[src/rtl/lcd_pkg.sv]
// rtl/lcd_pkg.sv - shared LCD geometry, colour type and write-arbiter states
package lcd_pkg;

   localparam int unsigned LCD_W      = 160;
   localparam int unsigned LCD_H      = 144;
   localparam int unsigned LCD_PIXELS = LCD_W * LCD_H;

   typedef logic [14:0] pixel_color_t;

   localparam pixel_color_t COLOR_WHITE = 15'h7fff;

   typedef enum logic [1:0] {
      IDLE,
      CLEAR,
      DONE
   } lcd_wr_state_t;

endpackage

[src/rtl/lcd_write_arbiter.sv]
// rtl/lcd_write_arbiter.sv - framebuffer write-port owner: PPU pixel writes vs. white-fill sweep
module lcd_write_arbiter
   import lcd_pkg::*;
#(
   parameter int unsigned  PIXELS     = LCD_PIXELS,
   parameter int unsigned  ADDR_W     = 16,
   parameter pixel_color_t FILL_COLOR = COLOR_WHITE
) (
   input  logic              clk,
   input  logic              reset,
   input  logic              slow_clk_en,
   input  logic              ppu_enable,
   input  logic [ADDR_W-1:0] pix_num,
   input  logic [14:0]       pix_color,
   input  logic              pix_write,
   output logic [ADDR_W-1:0] fb_waddr,
   output logic [14:0]       fb_wdata,
   output logic              fb_wren,
   output logic              clearing,
   output logic              clear_done,
   output logic              range_err
);

   if (PIXELS == 0 || (64'(PIXELS) - 64'd1) > ((64'd1 << ADDR_W) - 64'd1)) begin : g_bad_size
      $error("lcd_write_arbiter: PIXELS-1 does not fit in ADDR_W bits");
   end

   localparam logic [ADDR_W-1:0] LAST_ADDR = ADDR_W'(PIXELS - 1);

   lcd_wr_state_t     state_q;
   logic [ADDR_W-1:0] cnt_q;
   logic              ppu_q;
   logic              reset_sweep_q;

   logic              ppu_wr;
   logic              ppu_fall;
   logic              pix_in_range;
   logic [ADDR_W-1:0] sweep_addr;

   assign ppu_wr       = slow_clk_en & pix_write & ppu_enable;
   assign ppu_fall     = ppu_q & ~ppu_enable;
   assign pix_in_range = (pix_num <= LAST_ADDR);
   // A falling edge seen mid-sweep restarts the fill from address 0 in the same cycle.
   assign sweep_addr   = ppu_fall ? '0 : cnt_q;

   always_ff @(posedge clk or posedge reset) begin
      if (reset) begin
         state_q       <= CLEAR;
         cnt_q         <= '0;
         ppu_q         <= 1'b0;
         reset_sweep_q <= 1'b1;
         fb_waddr      <= '0;
         fb_wdata      <= '0;
         fb_wren       <= 1'b0;
         clearing      <= 1'b0;
         clear_done    <= 1'b0;
         range_err     <= 1'b0;
      end else begin
         ppu_q      <= ppu_enable;
         fb_wren    <= 1'b0;
         clear_done <= 1'b0;

         // PPU writes win the port in IDLE and CLEAR; DONE ignores them.
         if (ppu_wr && state_q != DONE) begin
            if (pix_in_range) begin
               fb_wren  <= 1'b1;
               fb_waddr <= pix_num;
               fb_wdata <= pix_color;
            end else begin
               range_err <= 1'b1;
            end
         end

         case (state_q)
            IDLE: begin
               clearing <= 1'b0;
               if (ppu_fall) begin
                  state_q <= CLEAR;
                  cnt_q   <= '0;
               end
            end

            CLEAR: begin
               if (ppu_enable && !reset_sweep_q) begin
                  state_q  <= IDLE;
                  cnt_q    <= '0;
                  clearing <= 1'b0;
               end else if (ppu_wr && pix_in_range) begin
                  // Reset sweep yields this cycle to the PPU and holds its counter.
                  clearing <= 1'b1;
               end else begin
                  fb_wren  <= 1'b1;
                  fb_waddr <= sweep_addr;
                  fb_wdata <= FILL_COLOR;
                  clearing <= 1'b1;
                  if (sweep_addr == LAST_ADDR) begin
                     clear_done    <= 1'b1;
                     state_q       <= DONE;
                     cnt_q         <= '0;
                     reset_sweep_q <= 1'b0;
                  end else begin
                     cnt_q <= sweep_addr + ADDR_W'(1);
                  end
               end
            end

            DONE: begin
               clearing <= 1'b0;
               if (ppu_enable) begin
                  state_q <= IDLE;
               end
            end

            default: begin
               state_q  <= CLEAR;
               cnt_q    <= '0;
               clearing <= 1'b0;
            end
         endcase
      end
   end

endmodule
[config.mk]
export PLATFORM = sky130hd
export DESIGN_NAME = lcd_write_arbiter
export DESIGN_NICKNAME = d
export VERILOG_FILES = /design/src/rtl/lcd_pkg.sv /design/src/rtl/lcd_write_arbiter.sv
export SDC_FILE = /design/constraint.sdc
export NUM_CORES = 1
export LEC_CHECK = 0
export ABC_AREA = 1
export CORE_UTILIZATION = 50
export DETAILED_ROUTE_END_ITERATION = 12
export PLACE_DENSITY = 0.81
export SYNTH_ARGS = -nofsm -noshare
export SYNTH_HDL_FRONTEND = slang
export SYNTH_SLANG_ARGS = --single-unit
export TNS_END_PERCENT = 1
[constraint.sdc]
create_clock -name clk -period 2.54 [get_ports clk]
set_clock_uncertainty 0.1 [all_clocks]
set_input_delay 0.635 -clock clk [delete_from_list [all_inputs] [get_ports clk]]
set_output_delay 0.635 -clock clk [all_outputs]
set_load 0.01 [all_outputs]
# == Word-level counts from Yosys, hierarchy flattened ==
# Index checks and enable logic that the tools add are counted.
# word_totals
output_inout_bits,35
elab_cells,69
register_bits,55
input_bits,36
# classes
bitwise_logic,8
eq_ne,8
mux,32
n_addsub,1
order_cmp,1
reduce_logical,9
# ops
op,count
$mux 16,9
$mux 15,5
$pmux 16 s3,1
$add 16x1->16 const B,1
$eq 16x15->1 const B,1
$le 16x15->1 const B,1
$mux 1,11
$mux 2,5
$reduce_and 4->1,2
$ne 2x2->1 const B,3
$ne 3x3->1 const B,2
$pmux 2 s3,1
$not 1->1,5
$reduce_and 2->1,2
$and 1x1->1,3
$logic_and 1x1->1,3
$eq 2x1->1 const B,1
$eq 2x2->1 const B,1
$logic_not 2->1,1
$logic_not 1->1,1

# == Logic depth before layout (Yosys ltp) ==
# Gate-level depths: netlist of run 1.
# logic_depth
word_depth,8
ltp_mapped,17
mapped_depth_nobuf,14

# == Worst setup path after synthesis of run 1 ==
# No wires, ideal clock.
# synth_path
kind,input to register
startpoint,input ppu_enable
endpoint,register cnt_q[7]
required_ns,2.375
arrival_time_ns,2.187
path_stages,17
setup_slack_ns,0.188
cell_sequence,inv_2 -> nand2_4 -> buf_6 -> buf_4 -> nand2_1 -> inv_1 -> ha_1 -> nand4_2 -> inv_2 -> nand2_1 -> nor2_1 -> nor2_1 -> buf_2 -> nand2_1 -> nand2_1 -> nand3_1 -> nand2_1
# synth_via
elab_chain_cells,8
elab_cells_between_ends,14
cone_classes,add/sub: 1; eq/ne: 2; mux: 5; bitwise: 3; reduce/logical: 3
# synth_lines
element,line_no,rtl
from (decl),lcd_write_arbiter.sv:12,"input logic ppu_enable,"
$not 1->1,lcd_write_arbiter.sv:41,assign ppu_fall = ppu_q & ~ppu_enable;
$and 1x1->1,lcd_write_arbiter.sv:41,
$mux 16,--,
$add 16x1->16 / $eq 16x15->1 (equally long branches),"lcd_write_arbiter.sv:102, lcd_write_arbiter.sv:96",
$mux 16,lcd_write_arbiter.sv:96,if (sweep_addr == LAST_ADDR) begin
$mux 16,lcd_write_arbiter.sv:88,end else if (ppu_wr && pix_in_range) begin
$mux 16,lcd_write_arbiter.sv:84,if (ppu_enable && !reset_sweep_q) begin
$pmux 16 s3,lcd_write_arbiter.sv:74,case (state_q)
to (signal assigned),lcd_write_arbiter.sv:102,cnt_q <= sweep_addr + ADDR_W'(1);
to (decl),lcd_write_arbiter.sv:31,logic [ADDR_W-1:0] cnt_q;
# Several ways; a longest one is shown, not always the timed one. The select of a mux whose other input is x is not followed.
# A chain may end at the register's enable or synchronous reset.

# == Worst setup path after layout of run 1 ==
# layout_path
startpoint,input ppu_enable
endpoint,register cnt_q[5]
# The elaborated chain is that of the path after synthesis.

==> results of run 1 <==
[stage by stage]
step | worst slack [ps] | util [%] | total power (W) | hold slack [ps]
floorplan | 188 | - | 0.00205 | 324
global placement | -330 | 69.1 | 0.00285 | 332
detailed placement | -457 | 69.1 | 0.00289 | 333
CTS | 43.2 | 70.7 | 0.00339 | 349
global route | 206 | 71.2 | 0.00362 | 364
finish | 373 | 71.2 | 0.00338 | 347
[critical path, cell delays in order]
cell	delay (ps)
dlymetal6s2s_1	140
inv_2	90
nand2_4	70
nand2_1	80
inv_1	60
ha_2	200
nand4_4	110
inv_2	30
nand2_1	90
nor2_1	60
nor2_2	380
nand2_1	100
o21ai_1	120
nand2_1	60
nand2_1	60
[path summary, 6_finish.rpt]
path / to / cells past startpoint / start
hold reg to reg: reset_sweep_q$_DFFE_PP1P_ / 2 / reset_sweep_q$_DFFE_PP1P_
min in group asynchronous: fb_waddr[12]$_DFF_PP0_ / 2 / reset
max in group asynchronous: fb_waddr[1]$_DFF_PP0_ / 3 / reset
setup / recovery: cnt_q[5]$_DFFE_PP0P_ / 15 / ppu_enable
hold / removal: reset_sweep_q$_DFFE_PP1P_ / 2 / reset_sweep_q$_DFFE_PP1P_
setup reg to reg: cnt_q[7]$_DFFE_PP0P_ / 13 / ppu_q$_DFF_PP0_
[final cells by class]
cell class	instances	area share (%)
clock buffer	6	1.73
clock inverter	2	0.418
inverter	40	3.58
multi-input combinational	314	34.5
sequential	55	32.9
tap	75	2.24
timing repair buffer	105	24.6
[logic make-up (layout without fill, tap and decap cells)]
group,count (synthesis),after routing,share of synthesized area [%]
compound gates,40,40,7.66
buf+inv,55,153,7.62
flops,55,55,45.4
fa+ha+maj,4,4,1.65
simple gates,266,266,36.5
xor+xnor,4,4,1.15
[report_power, final]
| group | leakage (nW) | internal [W] | switching [W] |
|---|---|---|---|
| Clock | 0.0454 | 0.000199 | 0.000293 |
| Combinational | 1.35 | 0.000783 | 0.000872 |
| Sequential | 0.653 | 0.00111 | 0.000125 |
| Total | 2.05 | 0.00209 | 0.00129 |
[state kept, by name, summed over array words and instances (netlist names)]
| register | count |
|---|---|
| cnt_q | 16 |
| fb_waddr | 16 |
| fb_wdata | 15 |
| state_q | 2 |
| clear_done | 1 |
| clearing | 1 |
| fb_wren | 1 |
| ppu_q | 1 |
| range_err | 1 |
| reset_sweep_q | 1 |
[cell usage in the layout (no fill, tap or decap), types with 2 or more instances in the layout]
cell and count:
a31oi_1 11, buf_12 5, buf_4 29, clkbuf_8 5, clkdlybuf4s50_1 69, clkinv_4 2
dfrtp_1 53, dfstp_2 2, ha_1 3, inv_1 35, inv_2 5, nand2_1 161
nand2_2 3, nand3_1 42, nand4_1 7, nor2_1 42, nor2_2 5, nor3_1 2
o211ai_1 2, o21ai_0 6, o21ai_1 13, o21bai_1 2, o22ai_1 3, xor2_1 4
[what timing repair did]
item / in CTS / in global routing
cloned: 0 / 0
endpoints found under the hold margin: 0 / 0
gates resized for setup: 1 / 5
setup buffers: 0 / 1
endpoints found under the setup margin: 9 / 18
pin swaps: 0 / 2
hold buffers: 0 / 0
[layer usage]
metal	share of wire [%]	vias up
li1	-	1546
met1	44	1466
met2	49	95
met3	4.2	22
met4	2.3	0
met5	0	-
==> reports/metrics.cfg, run 1 <==
[layout]
stdcell_area_um2=4190
multi_input_area_um2=1450
drive_above_1_share_pct=11.7
fillCellCount=480
synthToLayoutAreaGrowth_pct=38.0
final_nets=561
num_antenna_cells=0
instances_no_fill=597
regArea_um2=1380

[clock_network]
htreeDepth=2
tritoncts=done
cts_buffers=5
cts.sink_count=55
clk_pin_slew_ps=90
clock_latency_ps=310
clockBufferDepth=2
cts_root_buf=clkbuf_8

[drt]
drtAntennaViolNets=0
drt-vias-per-instance=5.24
first_pass_iters=4
postRouteWirelength_um=8520
drc=0
post_drt_wl_per_cell_um=14.3
vias=3129
drt-initial-drc-count=233

[placement]
portBuffers=70
placedInstanceArea_um2=4070
hpwl_um=6260
gp_congestion=0.930
dp_cells=588

[timing]
rsz0062_at_grt=no
min_period_over_period_pct=85.3
tightest_slew_ps=495
maxSlewViolCount=0
tns_ps=0
timing.fmax_mhz=461
finalSetupViolations=0
timing.slew.headroom_pct=67.0
finalHoldViolations=0
min_period_ps=2170

[power_and_ir_drop]
power_density_nw_per_um2=807
p_leak_nw=2.05
ir_drop_mv=0.553

[synth]
yosys_warnings=0
synth_edf_count=0
synth_top_area_cell=dfrtp_1
synth_top_area_share_pct=43.7
mappedNetlistArea_um2=3040
yosysMostFrequentCell=nand2_1
syn-num-nets=464
synth_seq_cells=55
synth_top_flop_cell=dfrtp_1
seq_area_frac_synth_pct=45.4
synth.area.top_cells=dfrtp_1, nand2_1, nand3_1
yosysUniqueCellTypes=29
synthArstFlopShare_pct=100
syn_inst=424
synth.top_cells.by_count=nand2_1, dfrtp_1, nand3_1, nor2_1, inv_1
avgSynthCellArea_um2=7.16

[floorplan]
core.rowCount=28
die_w_um=79.9
die-area_um2=6390
initial_core_util_pct=51.6
die_y_um=79.9
io_pins=71
core_area_um2=5890

[grt]
grt-busiest-layer=met2
groute.layer.met3.usage_pct=5.03
grtUsageMet2_pct=47.6
grt_max_degree=39
antenna_found_initial=0
grt_util_met1_pct=35.9
grt_pass1_vias=3048
grt_use_total_pct=28.1
grt_pass1_wl_um=13800
gr-total-overflow=0

[setup_path]
worstSetupStartpointType=input port
arrival_ps=2320
r2r_slack_ps=480
critPathCaptureType=flop
cp_max_fo=11
critPathKind=in2reg
worstPathRequired_ps=2690

[run_status]
status=complete, no violations

[min_path]
hp-class=reg2reg

[flow_run]
drv_cap=0

Note: power is estimated with default switching activity, not from simulation.
==> run 2: changes to the inputs <==
Settings changed: CORE_UTILIZATION 50 to 45, CTS_CLUSTER_DIAMETER set to 80, MAX_ROUTING_LAYER set to met4, PLACE_DENSITY 0.81 to 0.74.
==> run 2 against run 1 <==
  * The flow now finishes with violations (DRC)
  * Wire length rose by 4.2%
  * Sequential cell count did not move
  * Cell count rose by 2.2%
  * Sequential share of layout area fell by 0.38 points
  * Register-to-register slack improved by 60 ps
  * Count of clock-buffer cells in the layout fell by 1
==> reports/metrics.cfg, run 2 (same netlist as run 1, synthesis figures left out) <==
[power_and_ir_drop]
ir_drop_mv=0.438
p_seq_share_pct=35.8
power_frac_comb_pct=49.3
switching_power_w=0.00134
power_density_nw_per_um2=817
swShare_pct=38.8
p_leak_nw=2.09
pwr-share-clk_pct=15.0
power.internal_w=0.00212

[layout]
final_common_cell=nand2_1
post-route-util_pct=66.0
synthToLayoutAreaGrowth_pct=39.6
final_nets=572
final_cell_mix=nand2_1, clkdlybuf4s50_1, dfrtp_1
regArea_um2=1380
drive_above_1_share_pct=13.9
reg_top3=cnt_q (16), fb_waddr (16), fb_wdata (15)
num_antenna_cells=0
fillCellCount=578
multi_input_area_um2=1450

[clock_network]
cts_root_buf=clkbuf_8
htreeDepth=2
cts_resized=2
cts.sink_count=55
clockBufferDepth=2
clock_latency_ps=320
holdBufCountCts=0
post-cts-setup-buffers=0
cts_buffers=5
clk_pin_slew_ps=100
tritoncts=done

[setup_path]
worstPathRequired_ps=2650
crit_path_top_delay_cell=clkdlybuf4s50_1
cp_max_fo=9
worstSetupStartpointType=input port
slowest_delay_ps=490
arrival_ps=2530
critPathCaptureType=flop
r2r_start=ppu_q$_DFF_PP0_
critPathKind=in2reg
worstSetupStartpoint=ppu_enable
crit_chain=clkdlybuf4s50_1 > inv_2 > nand2_4 > nand2_1 > inv_1 > ha_2 > nand4_2 > buf_4 > nor2_1 > nand2_2 > nand2_4 > nand3_2 > nand2_1 > o21ai_1

[grt]
gr-total-overflow=0
antenna_found_initial=0
grt_pass1_wl_um=14500
grt_max_degree=27
grt_use_total_pct=26.9
grt_pass1_vias=3039

[floorplan]
die_y_um=84.1
core.rowCount=29
core_area_um2=6420
io_pins=71
die_w_um=84.1
initial_core_util_pct=47.3
die-area_um2=7080

[timing]
rsz0062_at_grt=yes
timing.fmax_mhz=413
min_period_over_period_pct=95.4
maxSlewViolCount=0
finalSetupViolations=0
setup_ws_ps=116
min_period_ps=2420
tightest_slew_ps=480
timing.slew.headroom_pct=68.0
fin_hold_ws_ps=347
finalHoldViolations=0

[run_status]
status=finished, violations left
violations=DRC

[drt]
drc=9
postRouteWirelength_um=8870
vias=3146
post_drt_wl_per_cell_um=14.5
first_pass_iters=8
drt-initial-drc-count=235
drtAntennaViolNets=0
drt-vias-per-instance=5.16

[placement]
portBuffers=70
hpwl_um=6860
dp_slack_ps=-480
gp_congestion=0.965

[min_path]
hp-class=reg2reg
hold_start=reset_sweep_q$_DFFE_PP1P_

[flow_run]
drv_cap=0

-- run 2: cell count changes in the layout (fill, tap and decap cells not counted), moves of 2 or more --
cell,before,now
buf_4,29,44
buf_12,5,2
inv_6,0,2
clkinv_4,2,0
-- run 2: worst paths after layout --
kind	endpoint	slack [ps]	cells after the start
max in group asynchronous	fb_wren$_DFF_PP0_	1240	3
setup reg to reg	state_q[1]$_DFFE_PP0P_	540	12
hold reg to reg	reset_sweep_q$_DFFE_PP1P_	350	2
setup / recovery	state_q[1]$_DFFE_PP0P_	120	14
min in group asynchronous	fb_waddr[11]$_DFF_PP0_	510	2
hold / removal	reset_sweep_q$_DFFE_PP1P_	350	2
-- run 2: power by group through the flow --
stage,Sequential [W],Clock [W],Combinational [W]
after floorplan,0.00133,0,0.000720
after global placement,0.00125,0,0.00164
after detailed placement,0.00125,0,0.00168
after CTS,0.00124,0.000529,0.00170
after global routing,0.00127,0.000562,0.00184
final,0.00124,0.000518,0.00171
-- run 2: routing by layer --
metal | track usage, % | part of all wire, %
met5 | - | 0
met4 | 7.84 | 1.6
met3 | 4.33 | 6.0
met2 | 43.7 | 48
met1 | 35.0 | 45
-- run 2: worst max-delay path: cells and delay by family --
| kind | cells | cell delay [ps] |
|---|---|---|
| AO/OA/AOI/OAI | 1 | 60 |
| adder cells (fa/ha/maj) | 1 | 210 |
| buffers and inverters | 4 | 810 |
| AND/OR/NAND/NOR | 8 | 810 |
-- run 2: through the flow --
stage	setup TNS (ps)	cell area [µm²]	std cells	total power (W)
after floorplan	0	3040	424	0.00205
after global placement	-4620	4120	602	0.00288
after detailed placement	-6620	4120	602	0.00293
after CTS	0	4220	610	0.00347
after global routing	-0.858	4240	610	0.00366
final	0	4240	610	0.00346
-- run 2: layout make-up --
type | instances | area share (%)
sequential | 55 | 32.5
multi-input combinational | 314 | 34.2
clock buffer | 5 | 1.62
inverter | 40 | 3.54
timing repair buffer | 116 | 25.3
tap | 77 | 2.27
clock inverter | 3 | 0.590
==> run 3: changes to the inputs <==
Settings changed: SLEW_MARGIN set to 20.
==> results of run 3 <==
No change in the layout: final DEF, timing and power equal those of run 2.
